[src/rtl/md_hilo_sched.sv]
// md_hilo_sched -- E-stage multiply/divide sequencer and owner of the
// architectural HI/LO registers.
//
// It accepts one HI/LO-class op per cycle from the E stage through a
// valid/ready handshake. A mult/div op latches its operands and launches the
// external datapath with a one-cycle start pulse. The block then counts that
// op's fixed latency and writes the datapath result into HI/LO. A divide by
// zero still takes the full latency, but it leaves HI/LO unchanged. mthi/mtlo
// write HI/LO directly. mfhi/mflo read them combinationally.
//
// Ports:
//   clk, reset        rising-edge clock, synchronous active-high reset
//   op_valid/op_ready E-stage handshake (ready only while idle)
//   op_type           0 none, 1 mult, 2 multu, 3 div, 4 divu, 5 mthi,
//                     6 mtlo, 7 mfhi, 8 mflo, 9..15 none
//   op_a, op_b        rs / rt operand values
//   d_hilo_use        D-stage instruction uses HI/LO or the mult/div unit
//   stall             freeze D and bubble E while an operation is pending
//   dp_start          one-cycle launch pulse to the datapath
//   dp_signed/is_div  operation kind, held while busy
//   dp_a, dp_b        latched operands, held while busy
//   dp_hi, dp_lo      datapath result, sampled on the commit edge
//   mf_result         HI or LO for an accepted mfhi/mflo, else 0
//   busy              a mult/div operation is in flight
module md_hilo_sched #(
  parameter int unsigned MULT_LAT = 5,
  parameter int unsigned DIV_LAT  = 10
) (
  input  logic        clk,
  input  logic        reset,
  input  logic        op_valid,
  input  logic [3:0]  op_type,
  input  logic [31:0] op_a,
  input  logic [31:0] op_b,
  output logic        op_ready,
  input  logic        d_hilo_use,
  output logic        stall,
  output logic        dp_start,
  output logic        dp_signed,
  output logic        dp_is_div,
  output logic [31:0] dp_a,
  output logic [31:0] dp_b,
  input  logic [31:0] dp_hi,
  input  logic [31:0] dp_lo,
  output logic [31:0] mf_result,
  output logic        busy
);

  localparam logic [0:0] IDLE = 1'b0;
  localparam logic [0:0] RUN  = 1'b1;

  localparam logic [3:0] OP_MULT  = 4'd1;
  localparam logic [3:0] OP_MULTU = 4'd2;
  localparam logic [3:0] OP_DIV   = 4'd3;
  localparam logic [3:0] OP_DIVU  = 4'd4;
  localparam logic [3:0] OP_MTHI  = 4'd5;
  localparam logic [3:0] OP_MTLO  = 4'd6;
  localparam logic [3:0] OP_MFHI  = 4'd7;
  localparam logic [3:0] OP_MFLO  = 4'd8;

  // The counter is preloaded with LAT-1 and is checked for zero while in RUN,
  // so the commit lands exactly LAT edges after the accept edge.
  localparam logic [3:0] MULT_CNT = 4'(MULT_LAT - 1);
  localparam logic [3:0] DIV_CNT  = 4'(DIV_LAT - 1);

  logic [0:0]  state;
  logic [3:0]  cnt;
  logic [31:0] hi;
  logic [31:0] lo;
  logic        div_zero;   // pending divide has a zero divisor: skip the commit

  logic accept;
  logic md_issue;
  logic issue_signed;
  logic issue_div;

  // NOTE: give every always_comb output a default at the top, so that no path
  // through the block leaves a signal unassigned and infers a latch.
  always_comb begin
    op_ready     = (state == IDLE);
    accept       = 1'b0;
    md_issue     = 1'b0;
    issue_signed = 1'b0;
    issue_div    = 1'b0;
    mf_result    = 32'd0;

    if (op_valid && op_ready && op_type >= OP_MULT && op_type <= OP_MFLO)
      accept = 1'b1;

    if (accept && op_type <= OP_DIVU)
      md_issue = 1'b1;

    issue_signed = (op_type == OP_MULT) || (op_type == OP_DIV);
    issue_div    = (op_type == OP_DIV)  || (op_type == OP_DIVU);

    if (accept && op_type == OP_MFHI)
      mf_result = hi;
    else if (accept && op_type == OP_MFLO)
      mf_result = lo;
  end

  assign busy  = (state == RUN);
  // Stall also covers the issue cycle itself. In that cycle the state is still
  // IDLE, but the D-stage instruction must wait for the new result.
  assign stall = d_hilo_use & (busy | md_issue);

  // NOTE: sequential state is updated with non-blocking assignments only. All
  // registers then see the values from before the edge, whatever the
  // statement order.
  always_ff @(posedge clk) begin
    if (reset) begin
      state     <= IDLE;
      cnt       <= 4'd0;
      hi        <= 32'd0;
      lo        <= 32'd0;
      dp_a      <= 32'd0;
      dp_b      <= 32'd0;
      dp_signed <= 1'b0;
      dp_is_div <= 1'b0;
      dp_start  <= 1'b0;
      div_zero  <= 1'b0;
    end else begin
      dp_start <= md_issue;

      case (state)
        IDLE: begin
          if (md_issue) begin
            dp_a      <= op_a;
            dp_b      <= op_b;
            dp_signed <= issue_signed;
            dp_is_div <= issue_div;
            div_zero  <= issue_div && (op_b == 32'd0);
            cnt       <= issue_div ? DIV_CNT : MULT_CNT;
            state     <= RUN;
          end else if (accept && op_type == OP_MTHI) begin
            hi <= op_a;
          end else if (accept && op_type == OP_MTLO) begin
            lo <= op_a;
          end
        end

        RUN: begin
          if (cnt == 4'd0) begin
            if (!div_zero) begin
              hi <= dp_hi;
              lo <= dp_lo;
            end
            state <= IDLE;
          end else begin
            cnt <= cnt - 4'd1;
          end
        end

        default: state <= IDLE;
      endcase
    end
  end

endmodule
[config.mk]
export PLATFORM = sky130hd
export DESIGN_NAME = md_hilo_sched
export DESIGN_NICKNAME = d
export VERILOG_FILES = /design/src/rtl/md_hilo_sched.sv
export SDC_FILE = /design/constraint.sdc
export NUM_CORES = 1
export LEC_CHECK = 0
export CORE_MARGIN = 2
export CORE_UTILIZATION = 27
export CTS_CLUSTER_SIZE = 16
export DETAILED_ROUTE_END_ITERATION = 8
export RECOVER_POWER = 100
export SLEW_MARGIN = 20
export SYNTH_ARGS = -nofsm -noshare
export SYNTH_HDL_FRONTEND = slang
export SYNTH_SLANG_ARGS = --single-unit
[constraint.sdc]
create_clock -name clk -period 2.09 [get_ports clk]
set_clock_uncertainty 0.2 [all_clocks]
set_input_delay 0.418 -clock clk [delete_from_list [all_inputs] [get_ports clk]]
set_output_delay 0.418 -clock clk [all_outputs]
set_load 0.05 [all_outputs]
# ---- Yosys cells after proc, flatten, opt, wreduce, memory -nomap -nowiden
# Cells that the tools add are included.
dict set report totals {
  reg_bits 137
  input_bits 136
  out_inout_bits 102
  elab_cells 71
}
dict set report op_classes {
  addsub 1
  order_cmp 3
  eq_ne 15
  n_mux 22
  n_bitwise 3
  n_reduce_logical 17
}
# cell n
set ops {}
lappend ops {{32-bit two-way mux} 11}
lappend ops {{32-bit case mux with 2 select lines} 2}
lappend ops {{32-bit logical NOT} 1}
lappend ops {{4-bit by 3-bit == test with 1-bit output (second input constant)} 4}
lappend ops {{4-bit two-way mux} 3}
lappend ops {{1-bit logical AND} 9}
lappend ops {{2-bit by 1-bit != test with 1-bit output (second input constant)} 4}
lappend ops {{2-bit != test (second input constant)} 4}
lappend ops {{4-bit case mux with 2 select lines} 1}
lappend ops {{5-bit AND reduction} 1}
lappend ops {{4-bit by 1-bit == test with 1-bit output (second input constant)} 1}
lappend ops {{4-bit by 2-bit == test with 1-bit output (second input constant)} 1}
lappend ops {{4-bit == test (second input constant)} 1}
lappend ops {{4-bit by 1-bit >= comparator with 1-bit output (second input constant)} 1}
lappend ops {{4-bit by 3-bit less-or-equal comparator with 1-bit output (second input constant)} 1}
lappend ops {{4-bit less-or-equal comparator (second input constant)} 1}
lappend ops {{4-bit logical NOT} 1}
lappend ops {{1-bit two-way mux} 4}
lappend ops {{2-bit AND reduction} 2}
lappend ops {{4-bit AND reduction} 1}
lappend ops {{4-bit by 1-bit subtractor with 4-bit output (second input constant)} 1}
lappend ops {{1-bit logical OR} 2}
lappend ops {{1-bit case mux with 2 select lines} 1}
lappend ops {{1-bit AND} 1}
lappend ops {{2 further kinds} 2}

# ---- Depth between registers and ports, before layout
dict set report depth {
  ltp_word 10
  ltp_mapped 9
  ltp_nobuf 6
}

# ---- Worst setup path after synthesis
# No wires, ideal clock.
dict set report synth_timing {
  kind {register -> output}
  startpoint {register state (netlist: busy)}
  endpoint {output port stall}
  arrival_ns 2.625
  t_required_ns 1.472
  path_slack_ns -1.153
  path_stages_with_launch 8
  n_path_buf 4
  cell_sequence {dfxtp_1 > buf_6 > or3b_4 > or3_1 > clkbuf_1 > buf_2 > buf_2 > a21boi_1}
}
dict set report synth_between {
  elab_chain_len 9
}
# element line_no
set synth_rtl {}
lappend synth_rtl {{start: declaration} 66} ;# logic [0:0] state;
lappend synth_rtl {{start signal: assignment} 112} ;# state <= IDLE;
lappend synth_rtl {{start signal: assignment} 134} ;# state <= RUN;
lappend synth_rtl {{start signal: assignment} 148} ;# state <= IDLE;
lappend synth_rtl {{1-bit NOT (no source line)} -}
lappend synth_rtl {{1-bit logical AND (3 in series)} 87} ;# if (op_valid && op_ready && op_type >= OP_MULT && op_type <= OP_MFLO)
lappend synth_rtl {{1-bit two-way mux} 87}
lappend synth_rtl {{1-bit logical AND} 90} ;# if (accept && op_type <= OP_DIVU)
lappend synth_rtl {{1-bit two-way mux} 90}
lappend synth_rtl {{1-bit OR (*)} 105} ;# assign stall = d_hilo_use & (busy | md_issue);
lappend synth_rtl {{1-bit AND (*)} 105}
lappend synth_rtl {{end: declaration} 37} ;# output logic stall,
# Every way passes the cells marked *; elsewhere a longest branch is shown, timed or not.

# ---- Final worst setup path
dict set report layout_timing {
  startpoint {register state (netlist: busy)}
  endpoint {output port mf_result[4]}
}
dict set report layout_between {
  elab_chain_len 8
  elab_cells_between_ends 9
  classes_between {3 x mux; 1 x bitwise; 5 x reduce/logical}
}
# element line_no
set layout_rtl {}
lappend layout_rtl {{1-bit NOT (no source line) (*)} -}
lappend layout_rtl {{1-bit logical AND (*) (3 in series)} 87}
lappend layout_rtl {{1-bit two-way mux (*)} 87}
lappend layout_rtl {{1-bit logical AND} 98} ;# else if (accept && op_type == OP_MFLO)
lappend layout_rtl {{32-bit two-way mux} 98}
lappend layout_rtl {{32-bit two-way mux (*)} 96} ;# if (accept && op_type == OP_MFHI)
lappend layout_rtl {{end: declaration} 45} ;# output logic [31:0] mf_result,
# Marks and branches as above.

==> key figures <==
Outcome
  – Run status: finished with violations
  – Failing checks: negative setup slack

Floorplanning
  – Site Rows: 55
  – Starting Density: 27.7%
  – Total Die Area: 24,600 µm²
  – I/O pin count: 238
  – Core area: 22,800 µm²
  – Chip Width: 157 µm
  – Die height: 157 µm

Finish
  – Register area: 2750 µm²
  – Fillers: 2,214
  – Multi-input gate area in the final layout: 3610 µm²
  – Nets: 1,082
  – Final core utilization: 47.3%
  – Area growth syn-to-layout: 70.7%
  – Layout cells sized above 1: 26.0%

Yosys
  – Main flop type after synthesis: dfxtp_1
  – Unique masters post-synth: 35
  – Seq cells post-synth: 137
  – Post-synth EDFFs: 0
  – Avg Inst Size Synth: 9.21 µm²
  – Asr flop ratio synth: 0%
  – Synth Warn #: 0
  – Net count after synthesis: 822
  – Post-Syn Area: 6310 µm²
  – Seq/Total Area, Yosys: 43.5%
  – Cell count after synthesis: 685

Clock tree
  – Sink Count: 137
  – Clock Latency Late Sink: 0.41 ns
  – CTS Buffer Depth: 2
  – Hold Buf Count CTS: 0
  – Root buffer cell: clkbuf_16
  – Total CTS buffers: 17
  – H-tree Lvls: 4
  – TritonCTS clock tree: done
  – Clock-pin transition on the worst setup and hold timing paths: 0.06 ns

Routing
  – Drt wl/cell: 18.7 µm
  – DR pass1 iterations: 4
  – 1st-iter DRT viols: 259
  – Post-DRT Antenna Nets: 0
  – Drc violations: 0
  – DR vias: 6,126
  – Post-DR vias/cell: 4.82
  – Final WL: 23.8 mm

Global routing
  – GRT Overall Usage: 18.1%
  – First-pass GRT wire length: 34.1 mm
  – Initial antenna violation count: 4
  – Vias in the first global route: 6,106
  – Largest net degree at the start of global routing: 39
  – Remaining global-route overflow: 0

STA
  – Slew margin rel.: 56.5%
  – Setup TNS: -16.43 ns
  – Worst hold slack: 0.192 ns
  – Slew @ Worst Pin: 0.656 ns
  – Period utilization: 118%
  – Unrepaired setup endpoints after global routing: true
  – F_max: 0.406 GHz
  – Final Hold Violating Endpoints: 0
  – Final Setup Violations: 101
  – Final slew viol count: 0
  – Final worst setup slack: -0.375 ns
  – Crit path time final: 2.46 ns

Critical path
  – Worst Setup SP: busy$_SDFF_PP0_
  – CP Launch Type: flop
  – Crit-path max FO: 8
  – Crit Path Class: reg -> out
  – Required @ worst endpoint: 1.47 ns
  – Cells along the critical path: buf_6 > nand4bb_4 > nor2_4 > buf_6 > buf_12 > a22o_4 > buf_12
  – Reg-to-reg critical path startpoint: busy$_SDFF_PP0_
  – Arr. time, crit path: 1.85 ns
  – Slowest stage cell on the critical path: dfxtp_4
  – CP Capture Type: primary output
  – Largest stage delay, worst path: 0.36 ns

Power
  – Net load switching power: 1.99 mW
  – Int Power: 5.11 mW
  – VDD IR max: 0.504 mV
  – Switching share of total power: 28.0%
  – Leakage: 3.82 nW
  – PwrDens: 660 nW/µm²
  – Clock share of power: 40.2%
  – Combinational share of power: 20.0%
  – Sequential share of power: 39.9%

Placement
  – Routability cong.: 0.768
  – Final HPWL DP: 14.7 mm
  – Buffers added on ports: 237

Worst hold path
  – Worst hold path class: in -> reg
  – Hold Crit Start: reset

Job
  – Number of max-cap violations: 0
-- synthesized netlist by cell type, types with 2 or more instances --
cell	count	area share, %
dfxtp_1	137	43
a21oi_1	133	11
nand2_1	133	7.9
mux2i_1	64	10
a211oi_2	60	12
clkbuf_1	48	2.9
a22o_1	32	4.4
buf_6	10	1.8
buf_2	9	0.71
nor4_1	9	0.89
a211oi_1	7	0.83
nand2b_1	5	0.50
nor2_1	5	0.30
inv_1	3	0.18
nor3_1	3	0.24
o21ai_0	3	0.24
and2_1	2	0.20
and4_1	2	0.28
nor3b_1	2	0.24
o21ai_1	2	0.16
or3_1	2	0.20
-- stage by stage --
step	setup WS (ns)	instance area (µm²)	std cells	total power, mW
global route	-0.445	10800	1269	7.41
detailed placement	-0.631	9720	1208	4.21
CTS	-0.402	10600	1249	7.14
floorplan	-0.471	6670	685	3.62
global placement	-0.625	9720	1208	4.19
finish	-0.375	10800	1270	7.10
-- repair_timing --
action / 4_1_cts / 5_1_grt
pin swaps: 7 / 45
gates cloned: 6 / 11
setup endpoints to repair: 182 / 99
resized for setup: 46 / 27
setup buffers: 7 / 8
-- layout make-up --
| cell class | instances | area share, % |
|---|---|---|
| inverters | 4 | 0.256 |
| diodes | 3 | 0.0698 |
| clock buffers | 18 | 3.99 |
| multi-input cells | 477 | 33.5 |
| clock inverters | 10 | 0.988 |
| well taps | 313 | 3.64 |
| repair buffers | 308 | 32.0 |
| flip-flops and latches | 137 | 25.5 |
-- flip-flops by register name, indices dropped and copies added (netlist names) --
signal,flops
lo,32
cnt,4
dp_start,1
dp_is_div,1
dp_signed,1
dp_a,32
dp_b,32
busy,1
div_zero,1
hi,32
-- power by group through the flow --
stage | Clock, mW | Combinational [mW] | Sequential, mW
after CTS | 2.94 | 1.37 | 2.83
after floorplan | 0 | 0.571 | 3.04
after global routing | 3.05 | 1.51 | 2.85
after global placement | 0 | 1.31 | 2.88
after detailed placement | 0 | 1.32 | 2.88
final | 2.85 | 1.42 | 2.83
-- metal layers --
metal	track usage [%]	vias up	share of wire (%)
met5	0	-	0.046
met4	3.93	2	1.1
met3	5.51	22	5.5
met2	30.6	158	47
met1	22.5	2935	46
li1	-	3009	-
-- cells in the final DEF (no fill, tap or decap), drive strengths merged, types with 2 or more instances in the layout --
cell,instances
nor3b,2
clkdlybuf4s50,129
a211oi,67
dlygate4sd2,17
inv,4
or3,2
bufinv,2
o21ai,5
a21oi,133
and4,2
and2,2
dfxtp,137
nor3,3
nor4,9
nand2b,5
a22o,32
diode,3
mux2i,64
nand2,133
clkbuf,86
or3b,2
clkinvlp,2
nor2,5
clkinv,6
buf,93
-- cell families (layout without fill, tap and decap cells) --
group           count (synthesis)  in the layout  share of synthesized area [%]
buf+inv                        71            340                           5.60
flops                         137            137                           43.5
fa+ha+maj                       1              1                          0.198
compound gates                243            243                           28.9
simple gates                  169            169                           11.6
other cells                     0              3                              0
mux                            64             64                           10.2
-- worst max-delay path: cells and delay by family (launching register included) --
family | cells | cell delay (ns)
AO/OA/AOI/OAI | 1 | 0.15
flip-flops | 1 | 0.36
AND/OR/NAND/NOR | 2 | 0.37
buffers and inverters | 4 | 0.54
-- worst paths after layout --
kind                      endpoint  slack, ns  cells after the start
max                   mf_result[4]      -0.37                      7
min          dp_b[26]$_SDFFE_PP0P_       0.19                      2
max reg2reg     hi[1]$_SDFFE_PP0P_      -0.12                      6
min reg2reg  dp_a[21]$_SDFFE_PP0P_       0.25                      2
Power figures use the tool's default switching activity.
